**src/rtl/line_clear_ctrl_if.sv**
```systemverilog
// Board handshake between the game logic (master) and the line-clear sequencer (slave).
interface line_clear_ctrl_if #(
    parameter int ROWS = 20,
    parameter int COLS = 20
);
    localparam int CNT_W = $clog2(ROWS + 1);

    logic                        start;
    logic [0:ROWS-1][COLS-1:0]   board_in;
    logic [0:ROWS-1][COLS-1:0]   board_out;
    logic                        board_wr;
    logic                        busy;
    logic                        done;
    logic [CNT_W-1:0]            lines_cleared;
    logic [15:0]                 score;
    logic                        game_over;

    modport master (
        output start, board_in,
        input  board_out, board_wr, busy, done, lines_cleared, score, game_over
    );

    modport slave (
        input  start, board_in,
        output board_out, board_wr, busy, done, lines_cleared, score, game_over
    );
endinterface

```
**src/rtl/line_clear_ctrl.sv**
```systemverilog
// Snapshots the playfield, removes full rows bottom-up while dropping the rows above,
// then strobes the compacted board back and updates score and game-over.
module line_clear_ctrl #(
    parameter int ROWS            = 20,
    parameter int COLS            = 20,
    parameter int POINTS_PER_LINE = 3
) (
    input  logic              frame_clk,
    input  logic              Reset,
    line_clear_ctrl_if.slave  bus
);
    localparam int PTR_W = $clog2(ROWS);
    localparam int CNT_W = $clog2(ROWS + 1);
    localparam logic [PTR_W-1:0] LAST_ROW = PTR_W'(ROWS - 1);
    localparam logic [PTR_W-1:0] PTR_ONE  = PTR_W'(1);
    localparam logic [CNT_W-1:0] CNT_ONE  = CNT_W'(1);

    typedef enum logic [1:0] {IDLE, SCAN, SHIFT, DONE} state_t;

    state_t                    state, state_nxt;
    logic [0:ROWS-1][COLS-1:0] work;
    logic [PTR_W-1:0]          row_ptr;
    logic [PTR_W-1:0]          shift_ptr;
    logic [CNT_W-1:0]          line_cnt;
    logic [CNT_W-1:0]          lines_q;
    logic [15:0]               score_q;
    logic                      game_over_q;

    logic                      row_full;
    logic                      accept;
    logic [15:0]               points;
    logic [16:0]               sum;
    logic [15:0]               score_sat;

    assign row_full  = &work[row_ptr];
    assign accept    = bus.start && !game_over_q;
    assign points    = 16'(line_cnt) * 16'(POINTS_PER_LINE);
    assign sum       = {1'b0, score_q} + {1'b0, points};
    assign score_sat = sum[16] ? 16'hFFFF : sum[15:0];

    always_ff @(posedge frame_clk or negedge Reset) begin
        if (!Reset) state <= IDLE;
        else        state <= state_nxt;
    end

    // NOTE: every signal written in always_comb gets a default first so no latch is inferred.
    always_comb begin
        state_nxt = state;
        case (state)
            IDLE:    if (accept) state_nxt = SCAN;
            SCAN:    if (row_full) state_nxt = SHIFT;
                     else if (row_ptr == '0) state_nxt = DONE;
            SHIFT:   if (shift_ptr == '0) state_nxt = SCAN;
            DONE:    state_nxt = IDLE;
            default: state_nxt = IDLE;
        endcase
    end

    // NOTE: the working board is a plain register array, so it is cleared by reset like
    // any other state; the write-back port must read zero straight out of reset.
    always_ff @(posedge frame_clk or negedge Reset) begin
        if (!Reset) begin
            work        <= '0;
            row_ptr     <= '0;
            shift_ptr   <= '0;
            line_cnt    <= '0;
            lines_q     <= '0;
            score_q     <= '0;
            game_over_q <= 1'b0;
        end else begin
            // NOTE: sequential state uses non-blocking assignments so every read sees the
            // value from before this edge, e.g. the row copy below reads the old neighbour.
            case (state)
                IDLE: begin
                    if (accept) begin
                        work     <= bus.board_in;
                        row_ptr  <= LAST_ROW;
                        line_cnt <= '0;
                    end
                end
                SCAN: begin
                    if (row_full) begin
                        shift_ptr <= row_ptr;
                    end else if (row_ptr == '0) begin
                        lines_q <= line_cnt;
                        score_q <= score_sat;
                    end else begin
                        row_ptr <= row_ptr - PTR_ONE;
                    end
                end
                SHIFT: begin
                    if (shift_ptr != '0) begin
                        work[shift_ptr] <= work[shift_ptr - PTR_ONE];
                        shift_ptr       <= shift_ptr - PTR_ONE;
                    end else begin
                        // Row pointer stays put so the row that dropped in is re-checked.
                        work[0]  <= '0;
                        line_cnt <= line_cnt + CNT_ONE;
                    end
                end
                DONE: begin
                    game_over_q <= game_over_q | (|work[0]);
                end
                default: ;
            endcase
        end
    end

    assign bus.board_out     = work;
    assign bus.board_wr      = (state == DONE);
    assign bus.done          = (state == DONE);
    assign bus.busy          = (state != IDLE);
    assign bus.lines_cleared = lines_q;
    assign bus.score         = score_q;
    assign bus.game_over     = game_over_q;
endmodule

```
**src/flat_wrapper.sv**
```systemverilog
// flat-port wrapper written by rule: the top's interface ports become plain ports
module line_clear_ctrl_flat 
#(
    parameter int ROWS            = 20,
    parameter int COLS            = 20,
    parameter int POINTS_PER_LINE = 3
)
  (frame_clk, Reset, bus_start, bus_board_in, bus_board_out, bus_board_wr, bus_busy, bus_done, bus_lines_cleared, bus_score, bus_game_over);
  line_clear_ctrl_if #(.ROWS(ROWS), .COLS(COLS)) bus_i ();
  input  logic frame_clk;
  input  logic Reset;
  input wire logic [$bits(bus_i.start)-1:0] bus_start;
  input wire logic [$bits(bus_i.board_in)-1:0] bus_board_in;
  output wire logic [$bits(bus_i.board_out)-1:0] bus_board_out;
  output wire logic [$bits(bus_i.board_wr)-1:0] bus_board_wr;
  output wire logic [$bits(bus_i.busy)-1:0] bus_busy;
  output wire logic [$bits(bus_i.done)-1:0] bus_done;
  output wire logic [$bits(bus_i.lines_cleared)-1:0] bus_lines_cleared;
  output wire logic [$bits(bus_i.score)-1:0] bus_score;
  output wire logic [$bits(bus_i.game_over)-1:0] bus_game_over;
  assign bus_i.start = bus_start;
  assign bus_i.board_in = bus_board_in;
  assign bus_board_out = bus_i.board_out;
  assign bus_board_wr = bus_i.board_wr;
  assign bus_busy = bus_i.busy;
  assign bus_done = bus_i.done;
  assign bus_lines_cleared = bus_i.lines_cleared;
  assign bus_score = bus_i.score;
  assign bus_game_over = bus_i.game_over;
  line_clear_ctrl #(.ROWS(ROWS), .COLS(COLS), .POINTS_PER_LINE(POINTS_PER_LINE)) u_core (.frame_clk(frame_clk), .Reset(Reset), .bus(bus_i));
endmodule
```
**config.mk**
```make
export PLATFORM = sky130hd
export DESIGN_NAME = line_clear_ctrl_flat
export DESIGN_NICKNAME = d
export VERILOG_FILES = /design/src/rtl/line_clear_ctrl_if.sv /design/src/rtl/line_clear_ctrl.sv /design/src/flat_wrapper.sv
export SDC_FILE = /design/constraint.sdc
export NUM_CORES = 1
export LEC_CHECK = 0
export CORE_AREA = 5 5 324 326
export CTS_CLUSTER_DIAMETER = 80
export CTS_CLUSTER_SIZE = 40
export DETAILED_ROUTE_END_ITERATION = 10
export DIE_AREA = 0 0 329 331
export GPL_TIMING_DRIVEN = 0
export SYNTH_ARGS = -nofsm -noshare
export SYNTH_HDL_FRONTEND = slang
export SYNTH_SLANG_ARGS = --single-unit
```
**constraint.sdc**
```tcl
create_clock -name frame_clk -period 10.1 [get_ports frame_clk]
set_input_delay 1.515 -clock frame_clk [delete_from_list [all_inputs] [get_ports frame_clk]]
set_output_delay 1.515 -clock frame_clk [all_outputs]
set_load 0.02 [all_outputs]
```
==> qor.yml, run 1 <==
sta:
  min_period_over_period: 0.670
  rsz0062_at_grt: "false"
  fmax_mhz: 148
  hold_viol: 0
  period_needed_ps: 6770
  finalClockSkew_ps: 62.2
  slew_viol_final: 0
  setup-violations-final: 0
  slew_headroom: 0.0961
  worstMarginPinSlew_ps: 1360
logic_synthesis:
  syn_area_mm2: 0.0253
  synth_fa_ha_area_frac: 0.0124
  ys_async_sr_fraction: 1.00
  yosys_register_bits: 439
  synthMuxAreaShare: 0.115
  synth.top_cells.by_area: "dfrtp_1 (43%), a21oi_1 (14%), nor2_1 (11%)"
  yosys_warnings: 0
  synthXorXnorAreaFrac: 0.00381
  synthDistinctLibCells: 60
  synth_compound_area_frac: 0.203
  syn_nets: 3302
  syn_area_per_cell_um2: 8.78
  synthFlopType: "dfrtp_1"
  synth-edff-count: 0
  synth_top_area_share: 0.435
  synth-simple-area-share: 0.181
  ys_seq_area_frac: 0.435
  yosys.area.top_type: "dfrtp_1"
  synth_top_family_by_area: "compound AO/OA/AOI/OAI gates"
  synthesis.instances: 2877
clock_network:
  h-tree-depth: 2
  numCtsBuffers: 36
  cts_resized: 0
  clk_pin_slew_ps: 120
  clkLatencyLatePin_ps: 630
  postCtsSetupBuffers: 0
  cts.sinks: 439
  cts_buffer_depth: 3
  clock-root-buffer: "clkbuf_16"
  cts_tree: "yes"
  hold_buffers: 0
worst_setup_path:
  cp-start-kind: "flop"
  critical_path.max_fanout: 11
  cp_data_required_time_ps: 10530
  crit_arrival_ps: 7200
  critPathLaunch: "u_core.shift_ptr[0]$_DFFE_PN0P_"
  critical_path_class: "reg -> reg"
  regToRegSetupSlack_ps: 3330
  endpoint_kind: "flop"
  rr_startpoint: "u_core.shift_ptr[0]$_DFFE_PN0P_"
global_route:
  antenna_found_initial: 27
  grt_max_degree: 106
  track_usage: 0.318
  grt_pass1_wl_um: 240000
  grt_pass1_vias: 27716
  overflow: 0
drt:
  viasPerCell: 5.56
  routed_wl_um: 182000
  drc: 0
  drt-wirelength-per-cell_um: 35.2
  firstDrtPassIters: 5
  ant_nets: 0
  vias: 28702
  first_iter_violations: 3552
die:
  dieWidth_um: 329
  fp.dieH_um: 331
  die-area_mm2: 0.109
  ios: 828
  num_rows: 117
  start_util: 0.249
  core_area_mm2: 0.101
power_and_ir_drop:
  seq_power_share: 0.240
  combPwrFrac: 0.663
  p_int_uw: 7040
  powerDensity_mw_per_mm2: 465
  p_switching_uw: 10000
  p_clk_frac: 0.096
  p_leak_uw: 0.0142
  ir_worst_vdd_mv: 0.453
  switching_share: 0.588
hold_path:
  min_from: "u_core.bus.lines_cleared[1]$_DFFE_PN0P_"
  hold_path_class: "reg -> reg"
status:
  status: "complete, no violations"
layout:
  post_layout_nonfiller_instances: 5160
  nNetsFinal: 4171
  postLayoutCoreUtil: 0.362
  drive_above_1_share: 0.0756
  area.growth.synth_to_final_pct: 45.3
placed_design:
  io_buffers: 827
  gp_congestion: 0.963
  hpwl_um: 142000
  dp_cells: 5076
run:
  cap_violations: 0
## worst max-delay path, stage by stage, from the launching register on
cell,delay [ps]
dfrtp_1,420
clkbuf_2,310
buf_6,300
buf_6,260
buf_2,400
inv_1,120
ha_1,440
buf_2,500
clkbuf_1,830
mux4_2,460
mux2i_1,610
nand2_1,220
a32oi_4,910
buf_6,390
nor2_1,80
a21oi_1,150
a21oi_1,90
## power groups by stage
stage	clock [uW]	combinational (uW)	sequential (uW)
6_report	1640	11300	4110
5_1_grt	1710	11600	4120
4_1_cts	1650	11200	4010
3_5_place_dp	0	11200	4040
3_3_place_gp	0	11100	4030
2_1_floorplan	0	4220	4270
## through the flow
step	power (uW)	setup WS (ps)	TNS (ps)	area [um^2]	hold slack (ps)
finish	17100	3330	0	36700	510
floorplan	8490	6650	0	25300	543
CTS	16900	3490	0	36700	513
global placement	15100	-13760	-6004580	35300	465
detailed placement	15200	3500	0	35400	486
global route	17400	3340	0	36700	541
## area by class of cell
cell class                      count  area [um^2]
Clock inverter                     25          348
Inverter                           20         75.1
Antenna cell                       20         50.0
Multi-Input combinational cell   2171        13000
Fill cell                       10463        64700
Tap cell                         1368         1710
Clock buffer                       39          943
Buffer                            247         1180
Timing Repair Buffer              831         8390
Sequential cell                   439        11000
## per-layer routing
layer / wire, um / part of all wire / up-vias / global-route usage
met5: 38 / 0.00021 / - / 0
met4: 9290 / 0.051 / 6 / 0.140
met3: 18100 / 0.10 / 335 / 0.0838
met2: 83000 / 0.46 / 1958 / 0.508
met1: 71100 / 0.39 / 14454 / 0.407
li1: - / - / 11949 / -
## registers in the layout, summed over array words and instances (netlist names)
signal	count
u_core.bus.score	16
u_core.bus.board_out	400
u_core.row_ptr	5
u_core.bus.lines_cleared	5
u_core.state	2
u_core.line_cnt	5
u_core.shift_ptr	5
u_core.bus.game_over	1
## cell usage after synthesis, types with 17 or more instances
library cell and count:
nor2_1 712, a21oi_1 710, dfrtp_1 439, clkbuf_1 170, nand2_1 161, mux4_2 103, o21ai_0 94, nand4_1 75
mux2i_1 51, nand3_1 51, buf_2 41, buf_6 24, a22o_1 20, a32oi_4 20, inv_1 20, nor3_1 18
nor4_1 18, ha_1 17
## worst paths after layout
kind                                                           end  depth (start not counted)
setup / recovery             u_core.bus.board_out[235]$_DFFE_PN0P_                         16
hold / removal             u_core.bus.lines_cleared[1]$_DFFE_PN0P_                          2
setup reg to reg             u_core.bus.board_out[235]$_DFFE_PN0P_                         16
hold reg to reg            u_core.bus.lines_cleared[1]$_DFFE_PN0P_                          2
max in group asynchronous           u_core.line_cnt[1]$_DFFE_PN0P_                          3
min in group asynchronous    u_core.bus.board_out[231]$_DFFE_PN0P_                          1
## cell families (layout without fill, tap and decap cells)
family                     after synthesis  in the layout
AOI/OAI and AO/OA                      893            893
xor gates and xnor gates                11             11
adders and majority gates               22             22
buffers and inverters                  267           1162
DFF                                    439            439
muxes                                  160            160
other                                    0             20
and+or+nand+nor                       1085           1085
## placed cells by master, fill, tap and decap left out, types with 8 or more instances in the layout
master,instances
a21oi_1,710
mux4_2,103
nand4_1,75
o22ai_1,9
nor3_1,18
nand3_1,51
inv_1,20
ha_1,17
clkdlybuf4s50_1,826
dfrtp_1,439
a32oi_4,20
nand2_1,161
nor2_1,712
nor4_1,18
inv_6,8
buf_2,41
diode_2,20
mux2i_1,51
a22o_1,20
buf_6,24
nand2b_1,9
clkbuf_1,170
o21ai_0,94
clkbuf_16,37
(Power assumes the default switching activity.)
==> run 2, diff against run 1 <==
CORE_AREA = 5 5 318 320   (was 5 5 324 326)
DIE_AREA = 0 0 323 325   (was 0 0 329 331)
clock period = 6.9 ns   (was 10.1 ns; I/O delays follow)
==> run 2 against run 1 <==
  * Sequential cell count stayed put
  * Register-to-register slack worse by 3000 ps
  * Count of clock-buffer cells in the layout is 4 higher
  * Cell area rose by 0.17%
  * Critical path type unchanged
  * Largest power group unchanged
==> qor.yml, run 2 (synthesized netlist as in run 1, its figures left out) <==
die:
  dieWidth_um: 323
  core_area_mm2: 0.0978
  start_util: 0.258
  ios: 828
  fp.dieH_um: 325
  num_rows: 115
  die-area_mm2: 0.105
layout:
  drive_above_1_share: 0.0765
  fillers: 10018
  layout_common_cells: "clkdlybuf4s50_1 (826), nor2_1 (712), a21oi_1 (710)"
  area.growth.synth_to_final_pct: 45.6
  post_layout_nonfiller_instances: 5082
  nNetsFinal: 4174
  largest_reg_flops: 400
  multi_input_area_mm2: 0.0130
  mostFrequentLayoutCell: "clkdlybuf4s50_1"
  seqCellArea_mm2: 0.0110
power_and_ir_drop:
  ir_worst_vdd_mv: 0.491
  p_switching_uw: 14600
  switching_share: 0.582
  p_leak_uw: 0.0143
  powerDensity_mw_per_mm2: 680
  p_clk_frac: 0.105
  seq_power_share: 0.238
  combPwrFrac: 0.657
  p_int_uw: 10400
  report.power.total_uw: 25000
worst_setup_path:
  endpoint_kind: "flop"
  reg2reg_depth: 16
  cp_cell_sequence: "clkbuf_2, buf_6, buf_6, buf_2, inv_1, ha_1, buf_2, clkbuf_1, mux4_2, mux2i_1, nand2_1, a32oi_4, buf_6, nor2_1, a21oi_1, a21oi_1"
  critical_path.max_stage_delay_ps: 980
  cp_data_required_time_ps: 7370
  cp_num_buf_inv: 8
  slowest_stage: "a32oi_4"
  cp-start-kind: "flop"
  path_common_cell: "buf_6"
  critical_path.max_fanout: 11
  crit_arrival_ps: 7040
  worst-path-stages: 16
  cpLargestDelayFamily: "buffers and inverters"
  critical_path_class: "reg -> reg"
placed_design:
  gp_congestion: 0.951
  dp_cells: 4995
  io_buffers: 827
  hpwl_um: 138000
  pre_cts_ws_ps: 584
global_route:
  grtUsageMet2: 0.507
  track_usage: 0.324
  antenna_found_initial: 26
  global_route.usage.met1: 0.413
  grt_pass1_vias: 27797
  grt_max_degree: 110
  top_usage_layer: "met2"
  use_met3: 0.0918
  grt_pass1_wl_um: 237000
  overflow: 0
clock_network:
  cts_tree: "yes"
  hold_buffers: 0
  clock-root-buffer: "clkbuf_16"
  postCtsSetupBuffers: 0
  cts.sinks: 439
  h-tree-depth: 2
  cts_resized: 0
  clk_pin_slew_ps: 110
  cts_buffer_depth: 3
  clkLatencyLatePin_ps: 620
  numCtsBuffers: 39
drt:
  viasPerCell: 5.63
  ant_nets: 0
  vias: 28599
  drt-wirelength-per-cell_um: 35.1
  drc: 0
  routed_wl_um: 178000
  first_iter_violations: 3959
  firstDrtPassIters: 8
sta:
  setup_ws_ps: 330
  slew_headroom: 0.0731
  fmax_mhz: 152
  slew_viol_final: 0
  tns_ps: 0
  rsz0062_at_grt: "false"
  finalClockSkew_ps: 51.7
  setup-violations-final: 0
  period_needed_ps: 6570
  min_period_over_period: 0.952
  worstMarginPinSlew_ps: 1390
  hold_viol: 0
run:
  cap_violations: 0
status:
  status: "complete, no violations"
hold_path:
  hold_path_class: "in -> async"
run 2: cell types whose count changed in the layout (fill, tap and decap cells not counted), moves of 2 or more:
cell       change
clkbuf_16      +3
clkinv_8       +2
diode_2        -3
inv_12         +6
inv_6          -5
run 2: path summary, 6_finish.rpt:
kind	start	endpoint	slack, ps
max in group asynchronous	Reset	u_core.line_cnt[3]$_DFFE_PN0P_	5020
setup / recovery	u_core.shift_ptr[0]$_DFFE_PN0P_	u_core.bus.board_out[196]$_DFFE_PN0P_	330
min in group frame_clk	u_core.bus.lines_cleared[1]$_DFFE_PN0P_	u_core.bus.lines_cleared[1]$_DFFE_PN0P_	480
hold reg to reg	u_core.bus.lines_cleared[1]$_DFFE_PN0P_	u_core.bus.lines_cleared[1]$_DFFE_PN0P_	480
setup reg to reg	u_core.shift_ptr[0]$_DFFE_PN0P_	u_core.bus.board_out[196]$_DFFE_PN0P_	330
hold / removal	Reset	u_core.bus.board_out[222]$_DFFE_PN0P_	350
run 2: power groups by stage:
stage	combinational (uW)	sequential [uW]	clock, uW
2_1_floorplan	6180	6250	0
3_3_place_gp	16100	5840	0
3_5_place_dp	16200	5860	0
4_1_cts	16200	5820	2640
5_1_grt	16800	6000	2740
6_report	16400	5960	2620
run 2: per-layer routing:
metal / vias to the layer above / routed length (um) / share of wire
met4: 12 / 10100 / 0.057
li1: 11957 / - / -
met5: - / 78 / 0.00044
met1: 14304 / 68800 / 0.39
met2: 1962 / 80200 / 0.45
met3: 364 / 19000 / 0.11
run 2: worst register-to-register path: cells and delay by family, from the launching register on:
kind	cells	cell delay [ps]
buf+inv	8	3120
compound gates	3	1200
mux	2	960
fa+ha+maj	1	440
flops	1	400
simple gates	2	330
run 2: through the flow:
step,instance area (um^2),utilization,hold slack [ps]
6_report,36800,0.376,355
3_5_place_dp,35300,0.360,472
5_1_grt,36800,0.376,363
3_3_place_gp,35100,0.359,468
2_1_floorplan,25300,-,543
4_1_cts,36700,0.375,339
run 2: final cells by class:
class	count	share of cell area
Buffer	247	0.0320
Clock inverter	27	0.0121
Clock buffer	43	0.0278
Sequential cell	439	0.299
Antenna cell	17	0.00116
Multi-Input combinational cell	2171	0.354
Tap cell	1287	0.0438
Timing Repair Buffer	831	0.228
Inverter	20	0.00204
